--- src/rtl/pulse_event_detector.sv ---
// Detects negative-going ADC minima below a threshold, tags them with a timestamp,
// and presents them on a valid/ready event port with dead-time suppression and statistics.
module pulse_event_detector #(
  parameter int unsigned     ADC_W   = 14,
  parameter int unsigned     TS_W    = 50,
  parameter logic [TS_W-1:0] TS_STEP = TS_W'(8),
  parameter int unsigned     DEAD_W  = 16
) (
  input  logic                    clk,
  input  logic                    reset,
  input  logic [ADC_W-1:0]        adc_in,
  input  logic                    enable,
  input  logic                    ts_clear,
  input  logic [ADC_W-1:0]        high_threshold,
  input  logic [DEAD_W-1:0]       dead_time,
  output logic [ADC_W+TS_W-1:0]   event_data,
  output logic                    event_valid,
  input  logic                    event_ready,
  output logic [31:0]             event_count,
  output logic [31:0]             drop_count,
  output logic                    busy_dead
);

  localparam int unsigned EV_W  = ADC_W + TS_W;
  localparam int unsigned CNT_W = 32;

  typedef enum logic [1:0] {
    S_DISARMED = 2'd0,
    S_ARMED    = 2'd1,
    S_DEAD     = 2'd2
  } state_e;

  state_e             state_q;
  logic [ADC_W-1:0]   x1_q, x2_q;
  logic [TS_W-1:0]    ts_q, ts_d;
  logic [DEAD_W-1:0]  dead_q;
  logic               busy_q;
  logic [EV_W-1:0]    data_q;
  logic               valid_q;
  logic [CNT_W-1:0]   evc_q, evc_d;
  logic [CNT_W-1:0]   drc_q, drc_d;
  logic               cand, qual, load, drop, accept;

  // A local minimum strictly below its neighbours and the threshold; flat bottoms never fire.
  assign cand = (x1_q < high_threshold) && (x1_q < adc_in) && (x1_q < x2_q);
  assign qual = (state_q == S_ARMED) && cand;

  always_comb begin
    accept = valid_q && event_ready;
    load   = qual && (!valid_q || event_ready);
    drop   = qual && valid_q && !event_ready;
    ts_d   = ts_q;
    evc_d  = evc_q;
    drc_d  = drc_q;
    if (ts_clear) begin
      ts_d  = '0;
      evc_d = '0;
      drc_d = '0;
    end else begin
      if (enable) ts_d = ts_q + TS_STEP;
      if (load && (evc_q != '1)) evc_d = evc_q + CNT_W'(1);
      if (drop && (drc_q != '1)) drc_d = drc_q + CNT_W'(1);
    end
  end

  always_ff @(posedge clk or posedge reset) begin
    if (reset) begin
      state_q <= S_DISARMED;
      dead_q  <= '0;
      busy_q  <= 1'b0;
    end else if (!enable) begin
      state_q <= S_DISARMED;
      dead_q  <= '0;
      busy_q  <= 1'b0;
    end else begin
      case (state_q)
        S_DISARMED: begin
          state_q <= S_ARMED;
          busy_q  <= 1'b0;
        end
        S_ARMED: begin
          // Drops still start dead time, so gate on qual rather than load.
          if (qual && (dead_time != '0)) begin
            state_q <= S_DEAD;
            dead_q  <= dead_time;
            busy_q  <= 1'b1;
          end
        end
        S_DEAD: begin
          if (dead_q <= DEAD_W'(1)) begin
            state_q <= S_ARMED;
            dead_q  <= '0;
            busy_q  <= 1'b0;
          end else begin
            dead_q  <= dead_q - DEAD_W'(1);
          end
        end
        default: begin
          state_q <= S_DISARMED;
          dead_q  <= '0;
          busy_q  <= 1'b0;
        end
      endcase
    end
  end

  always_ff @(posedge clk or posedge reset) begin
    if (reset) begin
      x1_q    <= '0;
      x2_q    <= '0;
      ts_q    <= '0;
      evc_q   <= '0;
      drc_q   <= '0;
      data_q  <= '0;
      valid_q <= 1'b0;
    end else begin
      x1_q  <= adc_in;
      x2_q  <= x1_q;
      ts_q  <= ts_d;
      evc_q <= evc_d;
      drc_q <= drc_d;
      if (load) begin
        data_q  <= {x1_q, ts_q};
        valid_q <= 1'b1;
      end else if (accept) begin
        valid_q <= 1'b0;
      end
    end
  end

  assign event_data  = data_q;
  assign event_valid = valid_q;
  assign event_count = evc_q;
  assign drop_count  = drc_q;
  assign busy_dead   = busy_q;

endmodule
--- config.mk ---
export PLATFORM = sky130hd
export DESIGN_NAME = pulse_event_detector
export DESIGN_NICKNAME = d
export VERILOG_FILES = /design/src/rtl/pulse_event_detector.sv
export SDC_FILE = /design/constraint.sdc
export NUM_CORES = 1
export LEC_CHECK = 0
export BUFFER_PORTS_ARGS = -buffer_cell sky130_fd_sc_hd__buf_2
export CORE_AREA = 2 2 143 145
export CTS_CLUSTER_SIZE = 24
export DETAILED_ROUTE_END_ITERATION = 16
export DIE_AREA = 0 0 145 147
export PLACE_DENSITY = 0.87
export SETUP_SLACK_MARGIN = 0.15
export SKIP_LAST_GASP = 1
export SYNTH_ARGS = -nofsm -noshare
export SYNTH_HDL_FRONTEND = slang
export SYNTH_SLANG_ARGS = --single-unit
--- constraint.sdc ---
create_clock -name clk -period 7.2 [get_ports clk]
set_input_delay 0.36 -clock clk [delete_from_list [all_inputs] [get_ports clk]]
set_output_delay 0.36 -clock clk [all_outputs]
set_load 0.01 [all_outputs]
==> flow_summary.yaml <==
outcome:
  status: "finished clean"
placed_design:
  dp_hpwl_um: 17900
  io_buffers: 175
  gp_congestion: 0.881
  placed_cells: 1593
cells_and_area:
  fin_cells: 1650
  syn2layout_area_growth_pct: 17.2
  antenna_cells: 0
  drive_above_1_share_pct: 18.5
  nFillCells: 1541
  layout.nets: 1459
floorplanning:
  io_pins: 179
  core_region_area_um2: 19800
  fp.dieW_um: 145
  rows: 52
  die_area_um2: 21300
  initial_core_util_pct: 56.2
  dieHeight_um: 147
worst_setup_path:
  cp.arrival_ps: 4220
  worst-path-buf-inv: 2
  slowest_stage: "ha_1"
  endpoint_kind: "flop"
  cp_cell_sequence: "inv_1, ha_1, nor4b_1, nand2_1, nor4_1, o221a_2, nand4_4, buf_4, or4_1, a21oi_1"
  crit_family: "simple AND/OR/NAND/NOR gates"
  worst_path_largest_cell_delay_ps: 660
  critPathRequiredTime_ps: 7620
  startpoint_type: "flop"
  path_max_fanout: 106
  crit_type: "flop to flop"
detailed_routing:
  routedWlPerCell_um: 16.5
  drt_iter0_markers: 671
  firstDrtPassIters: 5
  drc: 0
  num_vias: 9480
  wirelength_um: 27200
  viasPerCell: 5.75
  detail-route-antenna-nets: 0
global_routing:
  antenna_found_initial: 0
  grt_max_degree: 107
  grt_overflow: 0
  grt_pass1_wl_um: 44800
  grt_pass1_vias: 9071
  grt_use_total_pct: 25.2
cts:
  cts_setup_buffers: 0
  cts_hold_buffers: 15
  cts-root-buf: "clkbuf_16"
  cts_buffers: 23
  post_cts_resized: 0
  clock_latency_ps: 520
  cts_tree: "done"
  path_clk_slew_ps: 60
  clkSinkCount: 219
  h-tree-depth: 1
  clock_path_buffers: 3
synth:
  synth_cell_types: 61
  syn_area_um2: 11200
  yosys.area.top_type_share_pct: 49.1
  synth.most_common_cell: "nand2_1"
  ys_seq_area_share_pct: 49.1
  ys_warn_count: 0
  ys.flop_type: "dfrtp_1"
  synth.area.top_cells: "dfrtp_1 (49%), nand2_1 (8.1%), ha_1 (5.3%)"
  ys_seq_elements: 219
  syn_area_per_cell_um2: 9.27
  synth.largest_area_cell: "dfrtp_1"
  synth_edf_count: 0
  async_flop_share_pct: 100
  syn_inst: 1204
  synthTopCellsByCount: "nand2_1 (241), dfrtp_1 (219), nor2_1 (85)"
power:
  p_per_area_nw_per_um2: 242
  leakagePower_uw: 0.00652
  ir_worst_vdd_mv: 0.151
sta:
  finalCritPeriodShare_pct: 52.7
  maxSlewHeadroom_pct: 30.5
  rsz0062_at_grt: "no"
  setup_viol: 0
  max_freq_mhz: 264
  finalHoldViolations: 0
  skew_ps: 23.2
  worstMarginPinSlew_ps: 1040
  slew_viol_final: 0
  final.min_clock_period_ps: 3790
  setup_tns_ps: 0
run:
  maxCapViolations: 0
worst_hold_path:
  hold_class: "input port to flop"
==> state kept, by name (all words and copies together) (netlist names) <==
name	cells
dead_q	16
drop_count	32
event_count	32
event_data	61
event_valid	1
state_q	2
ts_q	47
x1_q	14
x2_q	14
==> placed cells by master (no fill, tap or decap), types with 3 or more instances in the layout <==
cell type and count:
a21o_1 3, a21oi_1 67, a22oi_1 6, a32o_1 8
and2_1 9, and3_1 18, and4_1 13, buf_2 174
buf_4 6, clkbuf_1 4, clkbuf_16 23, clkbuf_8 6
clkinv_2 6, conb_1 3, dfrtp_1 219, dlygate4sd3_1 15
ha_1 47, inv_1 58, mux2_2 16, mux2i_1 5
nand2_1 241, nand2b_1 6, nand3_1 43, nand4_1 37
nor2_1 85, nor2b_1 18, nor3_1 14, nor4_1 10
o21ai_0 39, o221ai_1 3, o22ai_1 3, o311ai_0 4
o31ai_1 23, o41ai_1 6, or2_2 4, or3_1 25
or4_1 28, xnor2_1 13, xor2_1 35
==> through the flow <==
step / util [%] / hold WS [ps] / setup slack [ps] / total power (uW) / instance area (um2)
after floorplan: - / 390 / 847 / 1820 / 11200
after global placement: 61.3 / 435 / 3580 / 1970 / 12200
after detailed placement: 61.3 / 439 / 3480 / 2000 / 12200
after CTS: 65.9 / 198 / 3460 / 3180 / 13100
after global routing: 65.9 / 215 / 3070 / 3310 / 13100
final: 65.9 / 212 / 3410 / 3160 / 13100
==> worst min-delay path, cell delays in order <==
cell and delay [ps]:
buf_2 90, nand2_1 50, o41ai_1 60, a32o_1 110
==> report_power, final <==
group          leakage [uW]  switching [uW]  internal, uW  total [uW]
Clock              0.000374             492           686        1180
Combinational       0.00317             399           228         627
Sequential          0.00297            54.5          1300        1360
Total               0.00652             946          2220        3160
==> area by class of cell <==
cell class	count	area [um2]	area share (%)
flip-flops and latches	219	5480	41.9
multi-input cells	865	5210	39.8
repair buffers	195	1070	8.16
clock buffers	33	673	5.15
well taps	270	338	2.58
inverters	59	229	1.75
clock inverters	9	76.3	0.584
==> routing by layer <==
metal	wire length, um	vias to the layer above	GRT usage (%)
met5	0	-	0
met4	883	0	9.06
met3	1790	66	4.78
met2	13100	313	41.9
met1	11400	4588	33.3
li1	-	4513	-
==> final timing paths <==
check	start	to	slack (ps)	depth (start not counted)
setup / recovery	state_q[1]	event_count[7]	3410	10
hold / removal	dead_time[8]	dead_q[8]	210	4
setup reg to reg	state_q[1]	event_count[7]	3410	10
hold reg to reg	x1_q[0]	x2_q[0]	460	0
max in group asynchronous	reset	dead_q[0]	5290	4
min in group asynchronous	reset	x1_q[9]	580	3
==> cell families after synthesis <==
logic type | Yosys count | synth area share, %
AND/OR/NAND/NOR | 567 | 25.0
AO/OA/AOI/OAI | 179 | 10.4
multiplexers | 21 | 2.06
XOR/XNOR | 48 | 3.77
other | 1 | 0.0336
adder cells (fa/ha/maj) | 47 | 5.27
buffers and inverters | 122 | 4.35
flip-flops | 219 | 49.1
No activity file was read; power rests on OpenSTA's default activity.
